<file path="src/rtl/paddle_move_ctrl.sv">
// paddle_move_ctrl: turns debounced player buttons or an auto-tracking AI
// into rate-limited single-cycle step pulses for one paddle register
// (32-row playfield, 8-row paddle, bit 31 = top, bit 0 = bottom).
//
// Ports:
//   clk        - system clock, all logic on posedge
//   reset      - asynchronous, active-low; clears all state
//   btn_up     - raw asynchronous player up button, active-high
//   btn_down   - raw asynchronous player down button, active-high
//   ai_mode    - 1: AI drives the paddle and the buttons are ignored
//   ball_row   - ball row 0..31 (0 = bottom), synchronous to clk
//   ball_valid - ball_row is meaningful
//   paddle_pos - current paddle register contents (8 contiguous ones)
//   move_up    - one-cycle step-up pulse (registered)
//   move_down  - one-cycle step-down pulse (registered)
//   pos_err    - paddle_pos was all-zero on the previous cycle (registered)
module paddle_move_ctrl #(
    parameter logic [15:0] DEBOUNCE = 16'd50000,
    parameter logic [23:0] MOVE_DIV = 24'd500000,
    parameter logic [2:0]  DEADZONE = 3'd1
) (
    input  logic        clk,
    input  logic        reset,
    input  logic        btn_up,
    input  logic        btn_down,
    input  logic        ai_mode,
    input  logic [4:0]  ball_row,
    input  logic        ball_valid,
    input  logic [31:0] paddle_pos,
    output logic        move_up,
    output logic        move_down,
    output logic        pos_err
);

    localparam int unsigned DEB_W = 16;
    localparam int unsigned DIV_W = 24;
    localparam int unsigned ROW_W = 6;

    typedef enum logic [1:0] {
        ST_IDLE = 2'd0,
        ST_STEP = 2'd1,
        ST_WAIT = 2'd2
    } state_e;

    // Button index 1 = up, 0 = down throughout the input path.
    logic [1:0]       sync1_q, sync2_q;
    logic [1:0]       deb_q, deb_d;
    logic [DEB_W-1:0] cnt_q [2];
    logic [DEB_W-1:0] cnt_d [2];

    state_e           state_q, state_d;
    logic             dir_q, dir_d;          // 1 = up
    logic [DIV_W-1:0] wait_q, wait_d;
    logic             move_up_q, move_up_d;
    logic             move_down_q, move_down_d;
    logic             pos_err_q, pos_err_d;

    logic [4:0]       low_idx;
    logic [ROW_W-1:0] centre, ball6, dz6;
    logic             ai_up, ai_dn;
    logic             raw_up, raw_dn;
    logic             pad_ok;
    logic             up_req, down_req;

    // Debounce: the level follows the synced button only after it has
    // disagreed for DEBOUNCE consecutive samples.
    always_comb begin
        deb_d = deb_q;
        for (int i = 0; i < 2; i++) begin
            cnt_d[i] = cnt_q[i];
            if (sync2_q[i] == deb_q[i]) begin
                cnt_d[i] = '0;
            end else if (cnt_q[i] == DEBOUNCE - 16'd1) begin
                deb_d[i] = sync2_q[i];
                cnt_d[i] = '0;
            end else begin
                cnt_d[i] = cnt_q[i] + 16'd1;
            end
        end
    end

    // Priority encoder: lowest set bit of the paddle is its bottom row.
    always_comb begin
        low_idx = 5'd0;
        for (int i = 31; i >= 0; i--) begin
            if (paddle_pos[i]) begin
                low_idx = 5'(i);
            end
        end
    end

    // AI tracking compare, all in 6 bits so nothing wraps.
    always_comb begin
        centre = 6'(low_idx) + 6'd4;
        ball6  = 6'(ball_row);
        dz6    = 6'(DEADZONE);
        ai_up  = ball_valid && (ball6 > (centre + dz6));
        ai_dn  = ball_valid && ((ball6 + dz6) < centre);
    end

    // Request source selection and playfield-edge masking.
    always_comb begin
        pad_ok = (paddle_pos != 32'd0);
        if (ai_mode) begin
            raw_up = ai_up;
            raw_dn = ai_dn;
        end else begin
            raw_up = deb_q[1] & ~deb_q[0];
            raw_dn = deb_q[0] & ~deb_q[1];
        end
        up_req   = raw_up & pad_ok & ~paddle_pos[31];
        down_req = raw_dn & pad_ok & ~paddle_pos[0];
    end

    // Step sequencer: one STEP cycle, then a WAIT of MOVE_DIV-1 cycles so
    // held requests pulse exactly every MOVE_DIV cycles.
    always_comb begin
        state_d = state_q;
        dir_d   = dir_q;
        wait_d  = wait_q;
        unique case (state_q)
            ST_IDLE: begin
                if (up_req) begin
                    state_d = ST_STEP;
                    dir_d   = 1'b1;
                end else if (down_req) begin
                    state_d = ST_STEP;
                    dir_d   = 1'b0;
                end
            end
            ST_STEP: begin
                state_d = ST_WAIT;
                wait_d  = MOVE_DIV - 24'd2;
            end
            ST_WAIT: begin
                if (wait_q != '0) begin
                    wait_d = wait_q - 24'd1;
                end else if (dir_q ? up_req : down_req) begin
                    state_d = ST_STEP;
                end else if (dir_q ? down_req : up_req) begin
                    state_d = ST_STEP;
                    dir_d   = ~dir_q;
                end else begin
                    state_d = ST_IDLE;
                end
            end
            default: begin
                state_d = ST_IDLE;
            end
        endcase
        move_up_d   = (state_d == ST_STEP) &  dir_d;
        move_down_d = (state_d == ST_STEP) & ~dir_d;
        pos_err_d   = ~pad_ok;
    end

    always_ff @(posedge clk or negedge reset) begin
        if (!reset) begin
            sync1_q     <= '0;
            sync2_q     <= '0;
            deb_q       <= '0;
            cnt_q[0]    <= '0;
            cnt_q[1]    <= '0;
            state_q     <= ST_IDLE;
            dir_q       <= 1'b0;
            wait_q      <= '0;
            move_up_q   <= 1'b0;
            move_down_q <= 1'b0;
            pos_err_q   <= 1'b0;
        end else begin
            sync1_q     <= {btn_up, btn_down};
            sync2_q     <= sync1_q;
            deb_q       <= deb_d;
            cnt_q[0]    <= cnt_d[0];
            cnt_q[1]    <= cnt_d[1];
            state_q     <= state_d;
            dir_q       <= dir_d;
            wait_q      <= wait_d;
            move_up_q   <= move_up_d;
            move_down_q <= move_down_d;
            pos_err_q   <= pos_err_d;
        end
    end

    assign move_up   = move_up_q;
    assign move_down = move_down_q;
    assign pos_err   = pos_err_q;

endmodule

</file>
<file path="config.mk">
export PLATFORM = sky130hd
export DESIGN_NAME = paddle_move_ctrl
export DESIGN_NICKNAME = d
export VERILOG_FILES = /design/src/rtl/paddle_move_ctrl.sv
export SDC_FILE = /design/constraint.sdc
export NUM_CORES = 1
export LEC_CHECK = 0
export CAP_MARGIN = 15
export CELL_PAD_IN_SITES_DETAIL_PLACEMENT = 1
export CELL_PAD_IN_SITES_GLOBAL_PLACEMENT = 2
export CORE_ASPECT_RATIO = 0.75
export CORE_MARGIN = 5
export CORE_UTILIZATION = 35
export DETAILED_ROUTE_END_ITERATION = 7
export PLACE_DENSITY = 0.78
export SETUP_SLACK_MARGIN = 0.05
export SYNTH_ARGS = -nofsm -noshare
export SYNTH_HDL_FRONTEND = slang
export SYNTH_SLANG_ARGS = --single-unit
</file>
<file path="constraint.sdc">
create_clock -name clk -period 3.4 [get_ports clk]
set_input_delay 0.34 -clock clk [delete_from_list [all_inputs] [get_ports clk]]
set_output_delay 0.34 -clock clk [all_outputs]
set_load 0.05 [all_outputs]
</file>
After elaboration in Yosys (flattened, before gate mapping):

Index checks and enable logic that the tools add are counted.

* memories kept: 0
* register bits after elaboration: 68
* bits in latches: 0
* bits in read-only memories: 0
* memory bits (writable): 0

* bitwise operators: 17
* multiplexer cells: 54
* divide/modulo/power cells: 0
* multiply operators: 0
* shifts and indexed selects: 0
* order comparisons: 2
* add/sub/neg operators: 6
* eq/ne operators: 8
* reductions and logical operators: 9

Operators with widths (count)
* 5-bit two-way mux: 32
* 16-bit two-way mux: 4
* 24-bit case mux with 2 select lines: 1
* 16-bit by 1-bit adder with 16-bit output, second input constant: 2
* 16-bit equality test, second input constant: 2
* 32-bit nonzero test: 1
* 24-bit two-way mux: 1
* 24-bit nonzero test: 1
* 24-bit by 1-bit subtractor with 24-bit output, second input constant: 1
* 1-bit two-way mux: 11
* 1-bit NOT: 9
* 1-bit bitwise AND: 8
* 5-bit by 1-bit adder with 6-bit output, second input constant: 1
* 5-bit by 3-bit adder with 6-bit output, second input constant: 1
* 6-bit by 1-bit adder with 6-bit output, second input constant: 1
* 5-bit by 6-bit greater-than comparator with 1-bit output: 1
* 6-bit < comparator: 1
* 2-bit two-way mux: 3
* 2-bit case mux with 3 select lines: 1
* 2-bit AND reduction: 3
* 2-bit by 1-bit equality test with 1-bit output, second input constant: 2
* 1-bit equality test: 2
* 2-bit equality test, second input constant: 1
* 1-bit logical AND: 2
* other kinds (4): 4

Depth between registers and ports, before layout:

* depth in word-level cells: 46
* gate-level depth with buffers: 16
* depth with buffers taken out: 16

Worst setup path after synthesis:

OpenSTA, ideal clock, no wires.

* path type: input-to-reg
* start point: input port paddle_pos[20]
* end point: register dir_q
* path slack: 0.164 ns
* path buffers: 0
* required time: 3.332 ns
* data arrival time: 3.168 ns
* stages: 14
* cells stage by stage: or3_1 > a211oi_1 > o221ai_1 > a211oi_1 > ha_1 > nand2_1 > xnor2_1 > ha_1 > and3_1 > a31oi_1 > a21oi_1 > a2bb2oi_1 > a211oi_1 > a32o_1

* longest elaborated chain between the ends: 33

Ends and longest elaborated chain
* from (decl): RTL line 29 `input logic [31:0] paddle_pos,`
* 5-bit two-way mux (21 in series): RTL line 86 `if (paddle_pos[i]) begin`
* 5-bit by 3-bit adder with 6-bit output: RTL line 94 `centre = 6'(low_idx) + 6'd4;`
* 6-bit by 1-bit adder with 6-bit output: RTL line 97 `ai_up = ball_valid && (ball6 > (centre + dz6));`
* 5-bit by 6-bit greater-than comparator with 1-bit output: RTL line 97
* 1-bit logical AND: RTL line 97
* 1-bit two-way mux: RTL line 104 `if (ai_mode) begin`
* 1-bit bitwise AND (2 in series): RTL line 111 `up_req = raw_up & pad_ok & ~paddle_pos[31];`
* 1-bit two-way mux (2 in series): RTL line 140 `end else if (dir_q ? down_req : up_req) begin`
* 1-bit two-way mux: RTL line 138 `end else if (dir_q ? up_req : down_req) begin`
* 1-bit two-way mux: RTL line 136 `if (wait_q != '0) begin`
* 1-bit case mux with 2 select lines (*): RTL line 121 `unique case (state_q)`
* via dir_d: RTL line 52 `logic dir_q, dir_d;`
* to (signal assigned): RTL line 176 `dir_q <= dir_d;`
* to (decl): RTL line 52

The timed path passes the listed nets; every way through them passes the cells marked *.
A chain may end at the register's enable or synchronous reset.

Final worst setup path:

* start point: input port paddle_pos[16]
* end point: register dir_q

* longest elaborated chain between the ends: 29

Ends and longest elaborated chain (RTL line)
* 5-bit two-way mux (17 in series): 86
* 5-bit by 3-bit adder with 6-bit output: 94
* 6-bit by 1-bit adder with 6-bit output: 97
* 5-bit by 6-bit greater-than comparator with 1-bit output: 97
* 1-bit logical AND: 97
* 1-bit two-way mux: 104
* 1-bit bitwise AND (2 in series): 111
* 1-bit two-way mux (2 in series): 140
* 1-bit two-way mux: 138
* 1-bit two-way mux: 136
* 1-bit case mux with 2 select lines (*): 121
* via dir_d: 52

Marked as above.

==> run summary <==
After detailed routing, the average wire length per cell comes to 16.3 um. The critical path buffer and inverter count is 1, and the critical-path maximum fanout is 4. The number of synthesized flops with an enable pin was 0; the post-detailed-placement cell area was 0.00490 sq mm.

TritonCTS built the clock tree. Traced cell by cell, the critical path runs through dlygate4sd2_1 -> or3_1 -> a211oi_2 -> o221ai_2 -> a211oi_2 -> ha_2 -> nand2_2 -> xnor2_2 -> ha_1 -> and3_4 -> a31oi_4 -> a21oi_2 -> a2bb2oi_2 -> a211oi_2 -> a32o_1. The async set-reset flop share out of synthesis is 100%. At the pin with the least slew margin, the transition time is 0.730 ns. For this run, the register share of the synthesized area comes to 42.6%.

The congestion estimate from routability-driven global placement came to 0.789. Measured against its own limit, the worst slew margin works out to 51.4%. After clock tree synthesis, the clock-pin slew on the worst setup and hold paths is 0.06 ns. The total half-perimeter wirelength after legalization and detailed placement came out at 8180 um. Among cell families on the critical path, the largest total delay comes from compound AO/OA/AOI/OAI gates. Ranked by total cell area, the synthesized netlist is headed by dfrtp_1 43%, nor2_1 6.6%, ha_1 5.3%, xnor2_1 5.0%, xor2_1 4.8%. The later pin in the worst-skew pair is clocked with a latency of 0.34 ns. The slowest stage of the critical path belongs to the cell a211oi_2.

The floorplan has 33 rows. The root buffer cell chosen for the clock tree is clkbuf_16. The share of cells above drive strength 1 came out at 24.6%. The run gives 591 as the final-stage net count. The first TritonRoute pass finished after 6 iterations. The design area was 0.00564 sq mm; the post-detailed-route DRC marker count was 0. At the end of the flow the core is filled with cells to 51.1%. Number of antenna-violating nets in the routed design: 0. In the global route stage, overall resource usage came out at 16.9%. For the initial antenna violation count, the log shows 0. Across the VDD grid, the largest voltage drop is 0.000245 V. The tools report the maximum clock insertion buffer count as 2. The flow ran to the end, and the final reports show no timing, DRC or antenna violations. The mean post-synth cell area works out to 9.18 sq um. The most common cell type on the critical path was a211oi_2.

The run gives 11000 um as the final wirelength. Summing over every cut layer, the via total after detailed routing is 3506. The die covers 0.0137 sq mm. For the maximum achievable frequency, the log shows 312 MHz. The smallest clock period supported by the final layout is computed as 3.21 ns.

Effective utilization at floorplan: 36.2%. The synthesized design contains 68 register bits. Summing all multi-input logic gate instances after layout gives 0.00247 sq mm.

The final critical path takes up 94.3% of the cycle. The run gives 2.50 nW as the leakage power total. Clock tree synthesis inserted a total of 9 buffers. STA classifies the critical path endpoint as a register. The number of nets handed over by synthesis was 495. The tools report the area of all sequential standard cells as 0.00170 sq mm. The average via count per standard cell works out to 5.19.

In this design, the stage delay of the slowest critical-path cell is 0.33 ns. In this run, the number of DRC markers left after iteration 0 of detailed routing was 96. The worst setup path is launched from an input port.

Setup violations remaining at the end of the flow were counted as 0. The number of failing hold endpoints at the final stage is 0. The die boundary width came out at 133 um.

Buffers placed on the I/O ports in this run total 45. In this run the number of H-tree levels came out at 3. Critical path class: in2reg.

In this run, post-CTS hold repair placed 0 buffers. The number of max-slew violations in the final report was 0. Instance count of the mapped netlist: 435. The clock skew is 0.00699 ns, and the total design power is 0.00275 W. Cell taking the most area after synthesis: dfrtp_1. The synthesized netlist contains 58 unique library cells. Setup repair after global routing left no endpoint under its margin.

Pin count of the biggest net entering global routing: 37. In this run the worst hold path is classified as in2async. The wire length of the first global-routing pass is 18500 um, and the area growth from synthesis to layout is 41.2%. For the number of global-route vias before repair, the log shows 3900. For the number of fill cells, the log shows 1225. The top flip-flop cell by instance count after synthesis was dfrtp_1.

The critical path arrival was 3.47 ns; the fraction of synthesized cell area taken by the top area cell type was 42.6%. The synthesized cell area was 0.00399 sq mm; the sum of overflow across all layers after global routing was 0. The die is 102 um tall.

CTS saw 68 sinks. Worst endpoint required time: 3.67 ns. Yosys printed 0 warnings. For the final routed database, the setup TNS stands at 0 ns.

The power density of the placed cells is 488 mW/mm^2, and the count of inserted antenna diode cells is 0. The max-cap violation count was 0. The area of the core region is 0.0110 sq mm, and the number of top-level pins is 46.
repair_timing:
item / in CTS / in global routing
endpoints found under the setup margin: 4 / 4
gates resized for setup: 33 / 59
endpoints found under the hold margin: 0 / 0
buffers inserted: 3 / 0
pin swaps: 18 / 31
sequential cells by signal, summed over array words and instances (netlist names):
signal,flops
pos_err,1
move_up,1
cnt_q,32
move_down,1
state_q,2
sync1_q,2
dir_q,1
wait_q,24
deb_q,2
sync2_q,2
kinds of logic after synthesis:
logic type / after synthesis / share of synthesized area (%)
flip-flops: 68 / 42.6
AND/OR/NAND/NOR: 212 / 27.1
buffers and inverters: 23 / 2.82
multiplexers: 3 / 0.815
XOR/XNOR: 45 / 9.87
AO/OA/AOI/OAI: 67 / 11.4
adder cells (fa/ha/maj): 17 / 5.33
cells in the mapped netlist (13+ instances only):
cell type and number:
a21oi_1 16, dfrtp_1 68, ha_1 17, inv_1 15
nand2_1 34, nand3_1 19, nor2_1 70, nor3_1 18
nor4_1 18, o21ai_0 13, xnor2_1 23, xor2_1 22
cell usage in the layout (no fill, tap or decap), types with 3 or more instances in the layout:
cell              n
nor4_2            6
or3_1             3
o21ai_0           9
nor2_1           66
o31ai_1           5
bufinv_16         4
and3_1           11
clkdlybuf4s50_1  18
o21ai_1           5
o21ai_2           3
nor4_4            3
a211oi_2          4
inv_1            13
dlymetal6s2s_1   21
a21oi_2           3
nand2_1          32
ha_1             14
o21a_1            3
or2_2             4
nor4_1            9
or4_4             4
nand2b_1          8
dfrtp_1          68
a21oi_1          13
inv_2             3
nor2_4            3
nand4_1           5
buf_4            44
xor2_1           22
nor3_1           16
xnor2_1          21
nand3_1          19
clkbuf_16         9
final timing paths:
| kind | start | to | slack [ns] | depth (start not counted) |
|---|---|---|---|---|
| worst max register to register | wait_q[0] | wait_q[8] | 0.53 | 9 |
| max in group asynchronous | reset | wait_q[13] | 2.37 | 2 |
| min in group clk | sync1_q[1] | sync2_q[1] | 0.35 | 0 |
| worst min register to register | sync1_q[1] | sync2_q[1] | 0.35 | 0 |
| worst min-delay path | reset | cnt_q[9] | 0.06 | 1 |
| worst max-delay path | paddle_pos[16] | dir_q | 0.19 | 15 |
power breakdown:
part           total, W  internal, W  switching [W]  leakage, nW
combinational  0.000585     0.000263       0.000322         1.43
clock           0.00116     0.000797       0.000366        0.181
sequential      0.00100     0.000902       0.000103        0.891
total           0.00275      0.00196       0.000790         2.50
stage by stage:
step / setup WS [ns] / hold slack [ns] / std cells
after CTS: 0.0604 / 0.0742 / 676
after global placement: -0.412 / 0.332 / 657
after floorplan: 0.164 / 0.0444 / 435
final: 0.194 / 0.0590 / 676
after global routing: 0.0761 / 0.114 / 676
after detailed placement: -0.668 / 0.336 / 657
per-layer routing:
| metal | track usage [%] | part of all wire (%) | vias to the layer above |
|---|---|---|---|
| li1 | - | - | 1731 |
| met1 | 20.3 | 46 | 1712 |
| met2 | 29.8 | 49 | 43 |
| met3 | 4.18 | 2.4 | 20 |
| met4 | 6.09 | 2.2 | 0 |
| met5 | 0 | 0 | - |
final cells by class:
cell class	count	area share [%]
multi-input combinational	344	43.8
sequential	68	30.2
timing repair buffer	91	14.9
clock buffer	9	4.00
tap	140	3.11
clock inverter	7	2.60
inverter	17	1.38
Note: power is estimated with default switching activity, not from simulation.
